$ cat config.mk
export PLATFORM = sky130hd
export DESIGN_NAME = cic_decimator
export DESIGN_NICKNAME = d
export VERILOG_FILES = /design/src/rtl/cic_decimator.sv
export SDC_FILE = /design/constraint.sdc
export NUM_CORES = 1
export LEC_CHECK = 0
export ABC_AREA = 1
export BUFFER_PORTS_ARGS = -buffer_cell sky130_fd_sc_hd__buf_2
export CORE_MARGIN = 10
export CORE_UTILIZATION = 65
export DETAILED_ROUTE_END_ITERATION = 8
export PLACE_DENSITY = 0.81
export SLEW_MARGIN = 20
export SYNTH_ARGS = -nofsm -noshare
export SYNTH_HDL_FRONTEND = slang
export SYNTH_SLANG_ARGS = --single-unit
$ cat constraint.sdc
create_clock -name clk -period 18.8 [get_ports clk]
set_input_delay 3.76 -clock clk [delete_from_list [all_inputs] [get_ports clk]]
set_output_delay 3.76 -clock clk [all_outputs]
set_load 0.1 [all_outputs]
$ cat src/rtl/cic_decimator.sv
// rtl/cic_decimator.sv - N-stage CIC decimator with rounding, saturation and overflow/underflow flags
module cic_decimator #(
    parameter int DATA_WIDTH = 16,
    parameter int N_STAGES   = 3,
    parameter int DECIM      = 4,
    parameter int GAIN_LOG2  = 0,
    parameter int INT_WIDTH  = DATA_WIDTH + N_STAGES * $clog2(DECIM)
) (
    input  logic                  clk,
    input  logic                  rst,
    input  logic [DATA_WIDTH-1:0] cic_in,
    input  logic                  valid_in,
    output logic [DATA_WIDTH-1:0] cic_out,
    output logic                  valid_out,
    output logic                  overflow,
    output logic                  underflow
);

    localparam int LOG2_DECIM = $clog2(DECIM);
    localparam int S          = N_STAGES * LOG2_DECIM - GAIN_LOG2;

    localparam logic [LOG2_DECIM-1:0] LAST_PHASE = LOG2_DECIM'(DECIM - 1);
    localparam logic [INT_WIDTH:0]    ROUND_BIAS = (INT_WIDTH + 1)'(1) << (S - 1);
    localparam logic signed [INT_WIDTH:0] SAT_MAX =
        {{(INT_WIDTH - DATA_WIDTH + 2){1'b0}}, {(DATA_WIDTH - 1){1'b1}}};
    localparam logic signed [INT_WIDTH:0] SAT_MIN =
        {{(INT_WIDTH - DATA_WIDTH + 2){1'b1}}, {(DATA_WIDTH - 1){1'b0}}};

    logic [INT_WIDTH-1:0]  integ      [N_STAGES];
    logic [INT_WIDTH-1:0]  integ_next [N_STAGES];
    logic [INT_WIDTH-1:0]  dly        [N_STAGES];
    logic [INT_WIDTH-1:0]  comb_in    [N_STAGES];
    logic [INT_WIDTH-1:0]  comb_out   [N_STAGES];
    logic [LOG2_DECIM-1:0] phase;

    logic                  strobe;
    logic signed [INT_WIDTH:0] round_sum;
    logic signed [INT_WIDTH:0] t_val;

    assign strobe = valid_in && (phase == LAST_PHASE);

    // Integrators and combs are both chained within the cycle; wrap-around is modular by design.
    always_comb begin
        integ_next[0] = integ[0] + {{(INT_WIDTH - DATA_WIDTH){cic_in[DATA_WIDTH-1]}}, cic_in};
        for (int k = 1; k < N_STAGES; k++) begin
            integ_next[k] = integ[k] + integ_next[k-1];
        end
        comb_in[0]  = integ_next[N_STAGES-1];
        comb_out[0] = comb_in[0] - dly[0];
        for (int k = 1; k < N_STAGES; k++) begin
            comb_in[k]  = comb_out[k-1];
            comb_out[k] = comb_in[k] - dly[k];
        end
    end

    // Round half up, then arithmetic shift back towards the output scale.
    always_comb begin
        round_sum = {comb_out[N_STAGES-1][INT_WIDTH-1], comb_out[N_STAGES-1]} + ROUND_BIAS;
        t_val     = round_sum >>> S;
    end

    always_ff @(posedge clk) begin
        if (rst) begin
            for (int k = 0; k < N_STAGES; k++) begin
                integ[k] <= '0;
                dly[k]   <= '0;
            end
            phase     <= '0;
            cic_out   <= '0;
            valid_out <= 1'b0;
            overflow  <= 1'b0;
            underflow <= 1'b0;
        end else begin
            valid_out <= 1'b0;
            if (valid_in) begin
                for (int k = 0; k < N_STAGES; k++) begin
                    integ[k] <= integ_next[k];
                end
                phase <= (phase == LAST_PHASE) ? '0 : phase + 1'b1;
            end
            if (strobe) begin
                for (int k = 0; k < N_STAGES; k++) begin
                    dly[k] <= comb_in[k];
                end
                valid_out <= 1'b1;
                if (t_val > SAT_MAX) begin
                    cic_out   <= {1'b0, {(DATA_WIDTH - 1){1'b1}}};
                    overflow  <= 1'b1;
                    underflow <= 1'b0;
                end else if (t_val < SAT_MIN) begin
                    cic_out   <= {1'b1, {(DATA_WIDTH - 1){1'b0}}};
                    overflow  <= 1'b0;
                    underflow <= 1'b1;
                end else begin
                    cic_out   <= t_val[DATA_WIDTH-1:0];
                    overflow  <= 1'b0;
                    underflow <= 1'b0;
                end
            end
        end
    end

endmodule

==> results of run 1 <==
path summary, 6_finish.rpt:
| check | startpoint | end | cells past startpoint |
|---|---|---|---|
| worst max-delay path | cic_in[0] | cic_out[8] | 50 |
| worst min-delay path | cic_out[15] | cic_out[15] | 2 |
| worst max register to register | integ[0][0] | cic_out[8] | 49 |
| worst min register to register | cic_out[15] | cic_out[15] | 2 |
sequential cells by signal (all words and copies together), names as in the netlist:
signal and count:
phase 2, underflow 1, overflow 1, cic_out 16, integ 66, dly 66
valid_out 1
final cells by class:
class | count | area (µm²) | area share
inverter | 293 | 1100 | 0.0848
clock buffer | 20 | 483 | 0.0372
multi-input combinational | 1022 | 6410 | 0.494
timing repair buffer | 42 | 223 | 0.0172
sequential | 153 | 4380 | 0.338
clock inverter | 12 | 81.3 | 0.00627
tap | 229 | 287 | 0.0221
Yosys cell counts (5+ instances only):
cell type  number
inv_1         289
o21ai_1         8
clkbuf_1       15
o21bai_1        7
nor3_1         11
a21oi_1       122
nor2_2          6
fa_1            5
o21a_1          7
nand3_1        74
xor2_1         70
a31oi_1         6
ha_1          129
o211ai_1        5
o21ai_0        30
nor2_1        182
nand4_1         7
dfxtp_1        21
nand2_1       235
edfxtp_1      132
xnor2_1        32
nand2_2        17
nand3_2        16
stage by stage:
step / instances / hold WS, ns / worst slack, ns / utilization / cell area (µm²)
floorplan: 1485 / 0.451 / 7.52 / - / 12000
global placement: 1739 / 0.433 / 6.59 / 0.688 / 12400
detailed placement: 1739 / 0.443 / 6.30 / 0.688 / 12400
CTS: 1771 / 0.459 / 6.62 / 0.719 / 13000
global route: 1771 / 0.491 / 5.73 / 0.719 / 13000
finish: 1771 / 0.458 / 6.50 / 0.719 / 13000
cells by family (layout without fill, tap and decap cells):
kind of cell | count (synthesis) | after routing | share of synthesized area
simple gates | 571 | 571 | 0.213
fa+ha+maj | 134 | 134 | 0.143
xor+xnor | 105 | 105 | 0.0788
buf+inv | 310 | 367 | 0.0982
compound gates | 212 | 212 | 0.101
flops | 153 | 153 | 0.366
critical path: cells and delay by family:
| family | cells | cell delay [ns] |
|---|---|---|
| AO/OA/AOI/OAI | 9 | 1.97 |
| XOR/XNOR | 4 | 0.86 |
| adder cells (fa/ha/maj) | 7 | 2.63 |
| buffers and inverters | 4 | 0.36 |
| AND/OR/NAND/NOR | 26 | 3.08 |
layout by cell type, fill, tap and decap left out, types with 6 or more instances in the layout:
| cell | instances |
|---|---|
| nand2_2 | 19 |
| a31oi_1 | 6 |
| edfxtp_1 | 132 |
| nor3_1 | 11 |
| ha_1 | 129 |
| nand3_1 | 74 |
| nor2_1 | 182 |
| a21oi_1 | 122 |
| xnor2_1 | 32 |
| o21bai_1 | 7 |
| o21ai_1 | 8 |
| o21ai_0 | 30 |
| dfxtp_1 | 21 |
| nand2_1 | 233 |
| nand3_2 | 16 |
| nand4_1 | 7 |
| clkbuf_16 | 19 |
| xor2_1 | 70 |
| nor2_2 | 6 |
| inv_1 | 287 |
| o21a_1 | 7 |
| buf_2 | 37 |
layer usage:
| metal | vias to the layer above | GRT usage | routed length, µm |
|---|---|---|---|
| li1 | 4921 | - | - |
| met1 | 4352 | 0.266 | 11700 |
| met2 | 163 | 0.322 | 11200 |
| met3 | 25 | 0.0364 | 856 |
| met4 | 0 | 0.0584 | 302 |
| met5 | - | 0 | 0 |
==> impl_metrics.env, run 1 <==
export IMPL_die_h_um=156
export IMPL_cp_slowest_stage_delay_ns=0.55
export IMPL_drtIter0Drc=638
export IMPL_place_hpwl_mm=17.4
export IMPL_endpoint_kind="flip-flop"
export IMPL_insertion_delay_ns=0.44
export IMPL_fp_row_count=49
export IMPL_grt_pass1_wl_mm=40.8
export IMPL_synth_edf_count=132
export IMPL_yosys_cell_types_count=53
export IMPL_worstPathRequired_ns=19.17
export IMPL_criticalPathCategory="input pin to flip-flop"
export IMPL_cts_htree_levels=4
export IMPL_cts_resized=0
export IMPL_grt_pass1_vias=9158
export IMPL_nets=1682
export IMPL_cts_hold_buf=0
export IMPL_drt_total_wl_mm=24.1
export IMPL_detail_route_wl_per_cell_um=13.6
export IMPL_synth_seq_cells=153
export IMPL_grt_max_degree=69
export IMPL_numCtsBuffers=17
export IMPL_clockBufferDepth=2
export IMPL_num_antenna_cells=0
export IMPL_cts_root_buf="clkbuf_16"
export IMPL_vias_per_cell=5.34
export IMPL_maxCapViolCount=0
export IMPL_slowest_stage="fa_1"
export IMPL_synthTopCellsByArea="edfxtp_1 (33%), ha_1 (13%), inv_1 (9.1%)"
export IMPL_synth_area_um2=12000
export IMPL_post_route_period_util=0.654
export IMPL_track_usage=0.199
export IMPL_yosys_area_top_type_share=0.331
export IMPL_synth_warnings=0
export IMPL_finalSetupViolations=0
export IMPL_yosysTopAreaCell="edfxtp_1"
export IMPL_post_cts_buffers=0
export IMPL_worst_path_max_fanout=16
export IMPL_grt_setup_unrepaired="false"
export IMPL_die_w_um=156
export IMPL_syn_to_final_growth_pct=8.39
export IMPL_run_status="complete, no violations"
export IMPL_die_area_um2=24200
export IMPL_tns_ns=0
export IMPL_cts_tree="yes"
export IMPL_synth_ff_type="edfxtp_1"
export IMPL_ant_nets=0
export IMPL_drive_gt1_frac=0.0940
export IMPL_cpMostUsedCell="nand2_1"
export IMPL_place_congestion=0.910
export IMPL_syn_inst=1485
export IMPL_cts_sinks=153
export IMPL_num_io_pins=38
export IMPL_start_util=0.664
export IMPL_drt_first_pass_iters=5
export IMPL_worstPathArrival_ns=12.67
export IMPL_slew_headroom=0.387
export IMPL_core_um2=18000
export IMPL_drcViolationCount=0
export IMPL_syn_area_per_cell_um2=8.06
export IMPL_hold_class="flip-flop to flip-flop"
export IMPL_crit_path_start_kind="input pin"
export IMPL_fillers=1393
export IMPL_synth_nets=1638
export IMPL_worst_pin_slew_ns=0.919
export IMPL_overflow=0
export IMPL_maxClockFrequency_ghz=0.0813
export IMPL_port_buffer_count=37
export IMPL_synth_seq_area_share=0.366
export IMPL_clkTransAtPathRegs_ns=0.06
export IMPL_final_hold_violation_count=0
export IMPL_r2r_slack_ns=9.56
export IMPL_vias=9461
export IMPL_antenna_found_initial=0
export IMPL_report_final_slew_viol_count=0
export IMPL_min_period_ns=12.30
export IMPL_finClkSkew_ns=0.0133
export IMPL_async_flop_share=0
Power of run 1 is left out: the tool's default activity adds up to more than one toggle a clock period on the data nets, which glitch-free logic cannot reach.
==> run 2: changes to the inputs <==
CORE_UTILIZATION = 64   (was 65)
PLACE_DENSITY = 0.8   (was 0.81)
clock period = 12 ns   (was 18.8 ns; I/O delays follow)
==> run 2 against run 1 <==
Against the previous run:
- first-iteration DRC count rose by 20%
- critical path depth stayed put
- core utilization down 0.20 points
- global-route usage about the same
- via count increased by 0.43%
- sequential cell count unchanged
- clock skew decreased by 0.0020 ns
- register-to-register slack worse by 6.9 ns
- worst setup slack got worse by 5.5 ns
- clock-buffer cell count rose by 2
- worst hold slack better by 0.0058 ns
- critical endpoint is now cic_out[6]
==> impl_metrics.env, run 2 (synthesis gave the netlist of run 1 again) <==
export IMPL_reg2reg_to="cic_out[6]"
export IMPL_vias_per_cell=5.37
export IMPL_hold_end="cic_out[15]"
export IMPL_min_path_cells=2
export IMPL_layout_common_cells="inv_1 (287), nand2_1 (233), nor2_1 (182), edfxtp_1 (132), ha_1 (129)"
export IMPL_die_h_um=157
export IMPL_final_hold_violation_count=0
export IMPL_detail_route_wl_per_cell_um=13.7
export IMPL_drcViolationCount=0
export IMPL_start_util=0.659
export IMPL_insertion_delay_ns=0.43
export IMPL_overflow=0
export IMPL_nets=1682
export IMPL_die_area_um2=24600
export IMPL_grt_setup_unrepaired="false"
export IMPL_worstPathRequired_ns=12.36
export IMPL_numCtsBuffers=17
export IMPL_grt_max_degree=69
export IMPL_cts_htree_levels=4
export IMPL_grt_pass1_vias=9282
export IMPL_min_period_ns=11.02
export IMPL_finalSetupViolations=0
export IMPL_run_status="complete, no violations"
export IMPL_worst_pin_slew_ns=0.920
export IMPL_regToRegStartpoint="integ[0][0]"
export IMPL_cts_root_buf="clkbuf_16"
export IMPL_grt_pass1_wl_mm=41.3
export IMPL_tns_ns=0
export IMPL_clkTransAtPathRegs_ns=0.06
export IMPL_place_hpwl_mm=17.7
export IMPL_drt_first_pass_iters=5
export IMPL_reg_top3="dly x66, integ x66, cic_out x16"
export IMPL_post_route_period_util=0.918
export IMPL_track_usage=0.199
export IMPL_cp_slowest_stage_delay_ns=0.53
export IMPL_r2r_cells=49
export IMPL_worstPathArrival_ns=11.38
export IMPL_criticalPathCategory="input pin to flip-flop"
export IMPL_slew_headroom=0.387
export IMPL_crit_path_start_kind="input pin"
export IMPL_drive_gt1_frac=0.0934
export IMPL_maxClockFrequency_ghz=0.0908
export IMPL_crit_family="simple AND/OR/NAND/NOR gates"
export IMPL_cts_sinks=153
export IMPL_cts_tree="yes"
export IMPL_r2r_slack_ns=2.67
export IMPL_crit_buf_inv=4
export IMPL_worst_path_max_fanout=16
export IMPL_maxCapViolCount=0
export IMPL_port_buffer_count=37
export IMPL_drtIter0Drc=768
export IMPL_endpoint_kind="flip-flop"
export IMPL_core_um2=18100
export IMPL_vias=9502
export IMPL_clockBufferDepth=2
export IMPL_hold_class="flip-flop to flip-flop"
export IMPL_hp_start="cic_out[15]"
export IMPL_place_congestion=0.892
export IMPL_antenna_found_initial=0
export IMPL_drt_total_wl_mm=24.3
export IMPL_cts_hold_buf=0
export IMPL_syn_to_final_growth_pct=8.83
export IMPL_cts_resized=0
export IMPL_slowest_stage="fa_1"
export IMPL_final_common_cell="inv_1"
export IMPL_die_w_um=157
export IMPL_cpMostUsedCell="nand2_1"
export IMPL_num_io_pins=38
export IMPL_fp_row_count=49
export IMPL_num_antenna_cells=0
export IMPL_finClkSkew_ns=0.0113
export IMPL_ant_nets=0
export IMPL_report_final_slew_viol_count=0
export IMPL_post_cts_buffers=0
-- run 2: worst max path at each step --
stage               slack (ns)    endpoint  cells past startpoint       from
global placement          1.15  cic_out[4]                     50  cic_in[0]
finish                    0.98  cic_out[6]                     50  cic_in[0]
floorplan                 2.08  cic_out[0]                     50  cic_in[0]
global route              0.21  cic_out[5]                     53  cic_in[0]
CTS                       1.08  cic_out[6]                     50  cic_in[0]
detailed placement        0.73  cic_out[6]                     50  cic_in[0]
-- run 2: final cells by class --
| cell class | instances | area [µm²] |
|---|---|---|
| fillers | 1418 | 5130 |
| repair buffers | 42 | 223 |
| flip-flops and latches | 153 | 4380 |
| inverters | 293 | 1100 |
| clock inverters | 10 | 98.8 |
| clock buffers | 22 | 518 |
| multi-input cells | 1022 | 6410 |
| well taps | 229 | 287 |
-- run 2: worst min-delay path: stages (launching register included) --
cell and delay, ns:
dfxtp_1 0.33, nand2_1 0.05, o21ai_0 0.06
-- run 2: routing by layer --
layer / global-route usage / up-vias / part of all wire
met2: 0.334 / 173 / 0.48
met4: 0.0557 / 0 / 0.011
met3: 0.0318 / 27 / 0.037
met5: 0 / - / 0
li1: - / 4932 / -
met1: 0.260 / 4370 / 0.47
-- run 2: metrics by stage --
step	setup WS [ns]	hold slack, ns	area [µm²]	util	cells
after floorplan	2.08	0.451	12000	-	1485
after CTS	1.08	0.463	13000	0.717	1771
after global routing	0.214	0.487	13000	0.717	1771
after global placement	1.15	0.438	12400	0.683	1739
after detailed placement	0.734	0.448	12400	0.683	1739
final	0.983	0.464	13000	0.717	1771
Power of run 2 is left out for the same reason.
==> run 3: changes to the inputs <==
RECOVER_POWER = 100   (was unset)
==> run 3 against run 2 <==
Against the previous run:
- global-route usage did not move
- the run now ends with max-capacitance violations, max-slew violations left
- maximum frequency grew 0.22%
- largest cell class unchanged
- final area fell by 0.81%
==> impl_metrics.env, run 3 (synthesis gave the netlist of run 1 again) <==
export IMPL_run_status="finished, violations left"
export IMPL_violations="max-capacitance violations, max-slew violations"
export IMPL_drt_first_pass_iters=5
export IMPL_drtIter0Drc=762
export IMPL_placed_cells=1739
export IMPL_clkTransAtPathRegs_ns=0.06
export IMPL_cpMostUsedCell="nand2_1"
export IMPL_hp_start="cic_out[15]"
export IMPL_finalSetupViolations=0
export IMPL_slew_headroom=-1.57
export IMPL_crit_family="simple AND/OR/NAND/NOR gates"
export IMPL_post_route_period_util=0.916
export IMPL_post_cts_buffers=0
export IMPL_cts_hold_buf=0
export IMPL_start_util=0.659
export IMPL_fin_area_um2=12900
export IMPL_detail_route_wl_per_cell_um=13.7
export IMPL_place_area_um2=12400
export IMPL_fin_cells=1771
export IMPL_drcViolationCount=0
export IMPL_clockBufferDepth=2
export IMPL_report_final_slew_viol_count=268
export IMPL_finClkSkew_ns=0.0102
export IMPL_worstPathArrival_ns=11.35
export IMPL_overflow=0
export IMPL_track_usage=0.199
export IMPL_fp_row_count=49
export IMPL_cts_htree_levels=4
export IMPL_fillers=1442
export IMPL_vias=9541
export IMPL_maxClockFrequency_ghz=0.0910
export IMPL_maxCapViolCount=4
export IMPL_grt_pass1_wl_mm=41.3
export IMPL_vias_per_cell=5.39
export IMPL_die_w_um=157
export IMPL_r2r_slack_ns=2.70
export IMPL_tns_ns=0
export IMPL_min_period_ns=10.99
export IMPL_worst_pin_slew_ns=3.85
export IMPL_ant_nets=0
export IMPL_reg_top3="dly x66, integ x66, cic_out x16"
export IMPL_drive_gt1_frac=0.0674
export IMPL_endpoint="cic_out[6]"
export IMPL_reg2reg_to="cic_out[6]"
export IMPL_num_antenna_cells=0
export IMPL_cts_tree="yes"
export IMPL_cts_root_buf="clkbuf_16"
export IMPL_cp_slowest_stage_delay_ns=0.53
export IMPL_numCtsBuffers=17
export IMPL_port_buffer_count=37
export IMPL_place_congestion=0.892
export IMPL_slowest_stage="fa_1"
export IMPL_regToRegStartpoint="integ[0][0]"
export IMPL_r2r_cells=49
export IMPL_criticalPathCategory="input pin to flip-flop"
export IMPL_worstPathRequired_ns=12.36
export IMPL_grt_max_degree=69
export IMPL_grt_pass1_vias=9282
export IMPL_drt_total_wl_mm=24.3
export IMPL_endpoint_kind="flip-flop"
export IMPL_crit_start="cic_in[0]"
export IMPL_core_um2=18100
export IMPL_cts_resized=0
export IMPL_cts_sinks=153
export IMPL_place_hpwl_mm=17.7
export IMPL_syn_to_final_growth_pct=7.95
export IMPL_hold_class="flip-flop to flip-flop"
export IMPL_worst_path_max_fanout=16
export IMPL_grt_setup_unrepaired="false"
export IMPL_final_common_cell="inv_1"
export IMPL_final_hold_violation_count=0
export IMPL_insertion_delay_ns=0.43
export IMPL_antenna_found_initial=0
export IMPL_holdWs_ns=0.465
export IMPL_cp_depth=50
export IMPL_crit_buf_inv=4
export IMPL_num_io_pins=38
export IMPL_layout_common_cells="inv_1 (288), nand2_1 (237), nor2_1 (182), edfxtp_1 (132), ha_1 (129)"
export IMPL_nets=1682
export IMPL_crit_path_start_kind="input pin"
export IMPL_die_area_um2=24600
export IMPL_die_h_um=157
==> run 3: cell count changes in the layout (fill, tap and decap cells not counted), sizes merged <==
cell	delta
clkbuf	+25
buf	-25
==> run 3: tightest hold or removal path, stage by stage (launching register included) <==
cell and delay (ns):
dfxtp_1 0.33, nand2_1 0.05, o21ai_0 0.06
==> run 3: worst min path at each step <==
stage                              to  cells past startpoint
final                     cic_out[15]                      2
after detailed placement    underflow                      2
after CTS                   underflow                      2
after floorplan              phase[1]                      2
after global placement    cic_out[15]                      2
after global routing         overflow                      2
==> run 3: stage by stage <==
stage,worst slack (ns),utilization
final,1.01,0.712
after detailed placement,0.734,0.683
after global routing,0.237,0.712
after CTS,1.08,0.717
after floorplan,2.08,-
after global placement,1.15,0.683
==> run 3: area by class of cell <==
cell class                      instances  area (µm²)  share of cell area
Multi-Input combinational cell       1022        6350               0.492
Sequential cell                       153        4380               0.340
Inverter                              293        1100              0.0852
Clock buffer                           22         518              0.0401
Tap cell                              229         287              0.0222
Timing Repair Buffer                   42         179              0.0139
Clock inverter                         10        98.8             0.00765
==> run 3: routing by layer <==
metal,global-route usage,vias to the layer above,part of all wire
met5,0,-,0
met4,0.0557,0,0.012
met3,0.0318,28,0.042
met2,0.334,200,0.48
met1,0.260,4382,0.47
li1,-,4931,-
Power of run 3 is left out for the same reason.
